**src/rtl/seg7_scan_pkg.sv**
```systemverilog
// Shared types and constants for the 4-digit multiplexed 7-segment scanner.
package seg7_scan_pkg;

    localparam logic [6:0] SEG_BLANK = 7'b1111111;
    localparam logic [3:0] AN_OFF    = 4'b1111;

    typedef struct packed {
        logic [15:0] nibbles;
        logic [3:0]  dp;
        logic [3:0]  en;
    } digit_rec_t;

    // One-cold anode select for a digit index (active-low anodes).
    function automatic logic [3:0] an_sel(input logic [1:0] idx);
        return ~(4'b0001 << idx);
    endfunction

endpackage

```
**src/rtl/seg_decode.sv**
```systemverilog
// Combinational hex nibble to active-low 7-segment pattern; bit 6 = segment a.
module seg_decode (
    input  logic [3:0] nib_i,
    output logic [6:0] seg_o
);

    always_comb begin
        seg_o = 7'b1111111;
        case (nib_i)
            4'h0: seg_o = 7'b0000001;
            4'h1: seg_o = 7'b1001111;
            4'h2: seg_o = 7'b0010010;
            4'h3: seg_o = 7'b0000110;
            4'h4: seg_o = 7'b1001100;
            4'h5: seg_o = 7'b0100100;
            4'h6: seg_o = 7'b0100000;
            4'h7: seg_o = 7'b0001111;
            4'h8: seg_o = 7'b0000000;
            4'h9: seg_o = 7'b0000100;
            4'hA: seg_o = 7'b0001000;
            4'hB: seg_o = 7'b1100000;
            4'hC: seg_o = 7'b0110001;
            4'hD: seg_o = 7'b1000010;
            4'hE: seg_o = 7'b0110000;
            4'hF: seg_o = 7'b0111000;
            default: seg_o = 7'b1111111;
        endcase
    end

endmodule

```
**src/rtl/seg7_scan.sv**
```systemverilog
// Scans a 16-bit hex value across a 4-digit common-anode display with
// frame-synchronous updates, digit enables, decimal points and zero blanking.
module seg7_scan
    import seg7_scan_pkg::*;
#(
    parameter int unsigned PRESCALE = 100000,
    parameter int unsigned CNT_W    = 20
) (
    input  logic        clk,
    input  logic        clr,
    input  logic [15:0] x,
    input  logic        load,
    input  logic [3:0]  dp_in,
    input  logic [3:0]  en_in,
    input  logic        lz_en,
    output logic [3:0]  AN,
    output logic [6:0]  a_to_g,
    output logic        dp,
    output logic        frame,
    output logic        pending
);

    logic [CNT_W-1:0] cnt_q, cnt_d;
    logic [1:0]       idx_q, idx_d;
    digit_rec_t       active_q, active_d;
    digit_rec_t       pend_rec_q, pend_rec_d;
    logic             pending_q, pending_d;
    logic             frame_q, frame_d;
    logic [3:0]       an_q, an_d;
    logic [6:0]       seg_q, seg_d;
    logic             dp_q, dp_d;

    logic             tick;
    logic             boundary;
    logic [3:0]       nib;
    logic [6:0]       seg_raw;
    logic [3:0]       zero_from;
    logic [3:0]       blank;
    logic             shown;

    assign tick     = (cnt_q == CNT_W'(PRESCALE - 1));
    assign boundary = tick && (idx_q == 2'd3);

    always_comb begin
        cnt_d = tick ? '0 : cnt_q + CNT_W'(1);
        idx_d = tick ? idx_q + 2'd1 : idx_q;
    end

    // A load on the boundary edge lands in the pending slot only, so active
    // takes the previous pending contents and pending stays asserted.
    always_comb begin
        active_d   = active_q;
        pend_rec_d = pend_rec_q;
        pending_d  = pending_q;
        frame_d    = 1'b0;
        if (boundary && pending_q) begin
            active_d  = pend_rec_q;
            pending_d = 1'b0;
            frame_d   = 1'b1;
        end
        if (load) begin
            pend_rec_d = {x, dp_in, en_in};
            pending_d  = 1'b1;
        end
    end

    assign nib = active_q.nibbles[{idx_q, 2'b00} +: 4];

    seg_decode u_seg_decode (
        .nib_i (nib),
        .seg_o (seg_raw)
    );

    // zero_from[i]: every nibble from i up to 3 is zero.
    always_comb begin
        zero_from[3] = (active_q.nibbles[15:12] == 4'h0);
        zero_from[2] = zero_from[3] && (active_q.nibbles[11:8] == 4'h0);
        zero_from[1] = zero_from[2] && (active_q.nibbles[7:4] == 4'h0);
        zero_from[0] = zero_from[1] && (active_q.nibbles[3:0] == 4'h0);
        blank        = {zero_from[3:1] & {3{lz_en}}, 1'b0};
        shown        = active_q.en[idx_q] && !blank[idx_q];
        an_d         = shown ? an_sel(idx_q) : AN_OFF;
        seg_d        = shown ? seg_raw : SEG_BLANK;
        dp_d         = shown ? ~active_q.dp[idx_q] : 1'b1;
    end

    always_ff @(posedge clk or posedge clr) begin
        if (clr) begin
            cnt_q      <= '0;
            idx_q      <= 2'd0;
            active_q   <= '0;
            pend_rec_q <= '0;
            pending_q  <= 1'b0;
            frame_q    <= 1'b0;
            an_q       <= AN_OFF;
            seg_q      <= SEG_BLANK;
            dp_q       <= 1'b1;
        end else begin
            cnt_q      <= cnt_d;
            idx_q      <= idx_d;
            active_q   <= active_d;
            pend_rec_q <= pend_rec_d;
            pending_q  <= pending_d;
            frame_q    <= frame_d;
            an_q       <= an_d;
            seg_q      <= seg_d;
            dp_q       <= dp_d;
        end
    end

    assign AN      = an_q;
    assign a_to_g  = seg_q;
    assign dp      = dp_q;
    assign frame   = frame_q;
    assign pending = pending_q;

endmodule

```
**config.mk**
```make
export PLATFORM = sky130hd
export DESIGN_NAME = seg7_scan
export DESIGN_NICKNAME = d
export VERILOG_FILES = /design/src/rtl/seg7_scan_pkg.sv /design/src/rtl/seg_decode.sv /design/src/rtl/seg7_scan.sv
export SDC_FILE = /design/constraint.sdc
export NUM_CORES = 1
export LEC_CHECK = 0
export BUFFER_PORTS_ARGS = -buffer_cell sky130_fd_sc_hd__buf_4
export CORE_MARGIN = 4
export CORE_UTILIZATION = 30
export CTS_CLUSTER_DIAMETER = 120
export DETAILED_ROUTE_END_ITERATION = 16
export PLACE_DENSITY_LB_ADDON = 0.08
export RECOVER_POWER = 25
export SETUP_SLACK_MARGIN = 0.5
export SYNTH_ARGS = -nofsm -noshare
export SYNTH_HDL_FRONTEND = slang
export SYNTH_SLANG_ARGS = --single-unit
export TNS_END_PERCENT = 10
```
**constraint.sdc**
```tcl
create_clock -name clk -period 2.6 [get_ports clk]
set_clock_uncertainty 0.15 [all_clocks]
set_input_delay 0.39 -clock clk [delete_from_list [all_inputs] [get_ports clk]]
set_output_delay 0.39 -clock clk [all_outputs]
set_load 0.01 [all_outputs]
```
==> Word level (Yosys, flattened, before mapping) <==
Memory sizes are Yosys's and may differ from the RTL's.
Index checks and enable logic that the tools add are counted.
{ "totals": {"reg_bits": 84, "romBits": 112, "in_bits": 28, "output_inout_bits": 14, "word_cells": 47, "mem_count": 1} }
{ "classes": {"n_addsub": 2, "magnitude_cmp": 1, "n_eq_ne": 2, "shifts": 2, "n_mux": 13, "bitwise": 3, "reduce_logical": 10} }
{ "mem_list": {"columns": ["name", "depth", "word_bits", "rd", "rd_ports_with_merged_regs", "write_ports", "line_no", "text"], "rows": [
  ["(name not given)", 16, 7, 1, 0, 0, "seg_decode.sv:9", "case (nib_i)"]
]} }
{ "ops": {"columns": ["op", "count"], "rows": [
  ["$add 20x1->20 const B", 1],
  ["$eq 20x17->1 const B", 1],
  ["$mux 20", 1],
  ["$shiftx 16x5->4", 1],
  ["$logic_not 4->1", 3],
  ["$mux 1", 7],
  ["$mux 7", 1],
  ["$bmux 1 s2", 3],
  ["$logic_and 1x1->1", 5],
  ["$mux 4", 1],
  ["$not 4->4", 1],
  ["$shl 1x2->4 const A", 1],
  ["$and 3x3->3", 1],
  ["$lt 2x3->1 const B", 1],
  ["$add 2x1->2 const B", 1],
  ["$eq 2x2->1 const B", 1],
  ["$reduce_bool 2->1", 1],
  ["$logic_not 1->1", 1],
  ["$not 1->1", 1]
]} }

==> Longest topological paths before layout <==
{ "depth": {"word_depth": 9, "depth_mapped": 8, "ltp_nobuf": 6} }

==> Modules after synthesis <==
Synthesis repeated with hierarchy kept, for this count alone.
{ "hier_totals": {"hier_cells": 293, "hier_area_um2": 3794.9} }
{ "modules_own_cells": {"columns": ["module", "instances", "cells_per_inst", "area_per_inst_um2", "seq_area_each_um2"], "rows": [
  ["seg7_scan", 1, 257, 3542.1, 2117.0],
  ["seg_decode", 1, 36, 252.7, 0.0]
]} }

==> Worst setup path before layout <==
OpenSTA, ideal clock, no wires.
{ "synth_timing": {"kind": "reg2reg", "from": "reg idx_q[0]", "to": "reg seg_q[3] (netlist: a_to_g[3])", "setup_ns": 0.084, "t_arrival_ns": 2.041, "required_time_ns": 2.366, "slack_ns": 0.325, "path_stages_with_launch": 8, "path_buffers": 1, "synth_period_minus_slack_ns": 2.275, "cell_sequence": "dfrtp_1 buf_2 mux4_2 inv_1 ha_1 inv_1 mux4_2 nand2b_1"} }
{ "synth_between": {"elab_chain_len": 5, "elab_cells_between_ends": 9, "classes_between": "shift: 1; mux: 5; reduce/logical: 2; memory: 1"} }
{ "synth_rtl": {"columns": ["element", "line_no", "text"], "rows": [
  ["start, declared", "seg7_scan.sv:24", "logic [1:0] idx_q, idx_d;"],
  ["start signal, assigned", "seg7_scan.sv:100", "idx_q <= idx_d;"],
  ["branches (longest 4 deep; another with $mem_v2 16x7)", null, null],
  ["$mux 7 *", "seg7_scan.sv:83", "seg_d = shown ? seg_raw : SEG_BLANK;"],
  ["named net seg_d[3]", "seg7_scan.sv:30", "logic [6:0] seg_q, seg_d;"],
  ["end signal, assigned", "seg7_scan.sv:106", "seg_q <= seg_d;"],
  ["end, declared", "seg7_scan.sv:30", null]
]} }
Mark *: on every way through the listed nets, which the timed path passes. The select of a mux whose other input is x is not followed.
A chain may end at the register's enable or synchronous reset.

==> Worst setup path in the final report <==
Same ends and word-level chain as after synthesis.

==> impl_summary.txt <==
----------------------------------------------------
[Route]
  Via count ... 2193
  Count of routing violations after the opening detailed-route iteration ... 69
  DRC violations left ... 0
  Average wire per standard cell ... 15.1 um
  Number of detailed-routing iterations run before antenna repair ... 4
  Via count normalized by instance count ... 4.54
  Final wirelength ... 7310 um
  Final antenna-violating net count ... 0

[Job]
  Max-cap violation count ... 0

[Min path]
  Min-Delay Path Depth ... 2
  Hold crit path type ... input pin to flip-flop
  Min-Delay Endpoint ... pend_rec_q[18]$_DFFE_PP0P_
  Worst hold start ... x[10]

[Worst setup path]
  Kind of capture point of the worst setup path ... flip-flop
  RR Endpoint ... a_to_g[3]$_DFF_PP1_
  Nature of the critical path startpoint ... flip-flop
  Reg-to-reg slack, setup ... 0.37 ns
  Data required time at the worst endpoint ... 2.69 ns
  Number of cells on the worst reg-to-reg path ... 6
  Startpoint of the worst register-to-register path ... idx_q[0]$_DFFE_PP0N_
  Kind of critical path ... flip-flop to flip-flop
  Worst path arrival time ... 2.33 ns
  Largest fanout on the critical path ... 7

[Cells and area]
  Most frequent standard cell in the layout excluding fill and tap cells ... dfrtp_1
  Highest-count cells in the layout ignoring fill and taps ... dfrtp_1, buf_4, mux2_2
  Area growth from synthesis to layout ... 24.8%
  Fin area ... 0.00460 sq mm
  Number of nets in the finished design ... 370
  Layout cells sized above 1 ... 40.2%
  ANT cells ... 0
  Cell Count, Final, Fillers Out ... 483
  End-of-flow core utilization ... 38.3%

[CTS]
  Longest Clk Path Bufs ... 2
  Clock transition at path regs ... 0.06 ns
  CTS sink cnt ... 84
  Number of buffers created by CTS ... 9
  Cell chosen for the clock root ... clkbuf_16
  Clock tree from TritonCTS ... yes
  Number of buffers inserted for hold repair after clock tree synthesis ... 0
  # H-tree levels ... 3
  Clock latency at the later pin of the worst-skew pair ... 0.34 ns

[Synth]
  Post-synthesis sequential element count ... 84
  Largest area contributor in the synthesized netlist ... dfrtp_1
  Ys flop type ... dfrtp_1
  Share of synthesized area occupied by flip-flops and latches ... 57.5%
  Count of different cell masters after synthesis ... 37
  Share of the synthesized area in the top cell type ... 48.9%
  Number of warnings reported in the yosys synthesis log ... 0
  Fraction of registers with async set or reset after synthesis ... 100%
  Cell types with the largest area share after synthesis ... dfrtp_1, mux2_2, dfstp_2
  Syn nets ... 312
  Number of synthesized flops with an enable pin ... 0
  Area of the mapped netlist ... 0.00368 sq mm
  Synth Instances ... 273
  Synthesized area per cell ... 13.5 sq um

[Placement]
  Worst Setup Slack post-DPL ... 0.163 ns
  Final weighted congestion of routability-driven global placement ... 0.774
  Input/output buffers ... 41
  Placed cell count ... 456
  Total half-perimeter wirelength after legalization and detailed placement ... 4830 um
  Placement-stage cell area ... 0.00418 sq mm

[Timing]
  Final Max Slew Viols ... 0
  Final TNS setup ... 0 ns
  Setup repair after global routing missed its margin ... true
  Share of the cycle needed by the critical path after routing ... 85.9%
  Shortest period the worst path allows ... 2.23 ns
  Worst slew pin tran ... 1.15 ns
  Fin worst setup slack ... 0.366 ns
  Count of final hold-check violations ... 0
  Max frequency ... 448 MHz
  Number of setup violations in the final report ... 0
  Tightest slew margin relative to the limit ... 23.0%
  Post-Route Hold Slack ... 0.129 ns

[Global route]
  Number of antenna violations at the first check in global routing ... 0
  Maximum number of pins on one net before global-route repair ... 85
  Total congestion overflow after global routing ... 0
  Vias in the first global route ... 2210
  Global-route wire length before repair ... 12000 um
  All-Layer GR Usage ... 11.0%

[Floorplan]
  I/O pins ... 42
  Effective utilization at floorplan ... 30.7%
  Width of the die ... 119 um
  Chip height ... 119 um
  Die footprint ... 0.0141 sq mm
  CORE AREA ... 0.0120 sq mm
  Cell Rows ... 40

[Power and ir drop]
  Power density cells ... 566 mW/mm^2
  Lkg Pwr ... 2.04 nW
  Overall power of the completed layout ... 2.60 mW
  Peak VDD IR ... 0.392 mV

[Outcome]
  Status ... completed

----------------------------------------------------
## worst max path at each step
stage	startpoint	end	slack, ns	cells after the start
floorplan	idx_q[0]$_DFFE_PP0N_	a_to_g[3]$_DFF_PP1_	0.33	7
global route	cnt_q[11]$_DFF_PP0_	active_q[4]$_DFFE_PP0P_	0.27	6
CTS	cnt_q[6]$_DFF_PP0_	active_q[19]$_DFFE_PP0P_	0.27	5
detailed placement	idx_q[0]$_DFFE_PP0N_	a_to_g[4]$_DFF_PP1_	0.16	5
finish	idx_q[0]$_DFFE_PP0N_	a_to_g[3]$_DFF_PP1_	0.37	6
global placement	idx_q[0]$_DFFE_PP0N_	a_to_g[4]$_DFF_PP1_	0.20	5
## synthesized netlist by cell type (3+ instances only)
library cell / instances
nor2_1: 13
nand3_1: 11
nand2_1: 18
mux4_2: 7
and3_1: 3
xnor2_1: 12
dfrtp_1: 72
o21ai_0: 5
dfstp_2: 12
o211ai_1: 4
nand4_1: 3
nor4_1: 5
mux2_2: 29
a21oi_1: 3
ha_1: 11
mux2_1: 19
xor2_1: 6
clkbuf_1: 6
inv_1: 10
## flip-flops by register name, summed over array words and instances (netlist names)
| register | flops |
|---|---|
| idx_q | 2 |
| pend_rec_q | 24 |
| active_q | 24 |
| AN | 4 |
| dp | 1 |
| frame | 1 |
| cnt_q | 20 |
| pending | 1 |
| a_to_g | 7 |
## per-layer routing
metal	wire length (um)	vias up	GRT usage [%]
met3	336	9	4.70
met5	0	-	0
met1	3510	1077	14.8
met4	112	0	3.91
met2	3350	33	15.7
li1	-	1074	-
## area by class of cell
class / count / area (sq um)
fillers: 1205 / 7420
multi-input cells: 167 / 1500
flip-flops and latches: 84 / 2120
clock buffers: 14 / 244
clock inverters: 2 / 12.5
well taps: 147 / 184
repair buffers: 59 / 493
inverters: 10 / 38.8
## cells by family after synthesis
family          after synthesis  share of synthesized area, %
compound gates               16                          2.75
xor+xnor                     18                          4.28
fa+ha+maj                    11                          3.74
buf+inv                      22                          2.99
flops                        84                          57.5
mux                          56                          19.2
simple gates                 66                          9.54
## where the power goes
part | total, mW | internal (mW) | switching (mW)
registers | 1.36 | 1.35 | 0.0188
logic | 0.105 | 0.0594 | 0.0453
clock network | 1.13 | 0.647 | 0.484
## critical path, stage by stage (launching register included)
cell and delay (ns):
dfrtp_2 0.45, mux4_2 0.60, inv_1 0.15, ha_1 0.16, inv_1 0.04, mux4_2 0.44, nand2b_1 0.16
## timing repair
action / 4_1_cts / 5_1_grt
buffers inserted: 3 / 6
setup endpoints to repair: 36 / 33
endpoints found under the hold margin: 0 / 0
cloned: 1 / 1
resized for setup: 6 / 9
pin swaps: 2 / 4
No activity file was read; power rests on OpenSTA's default activity.
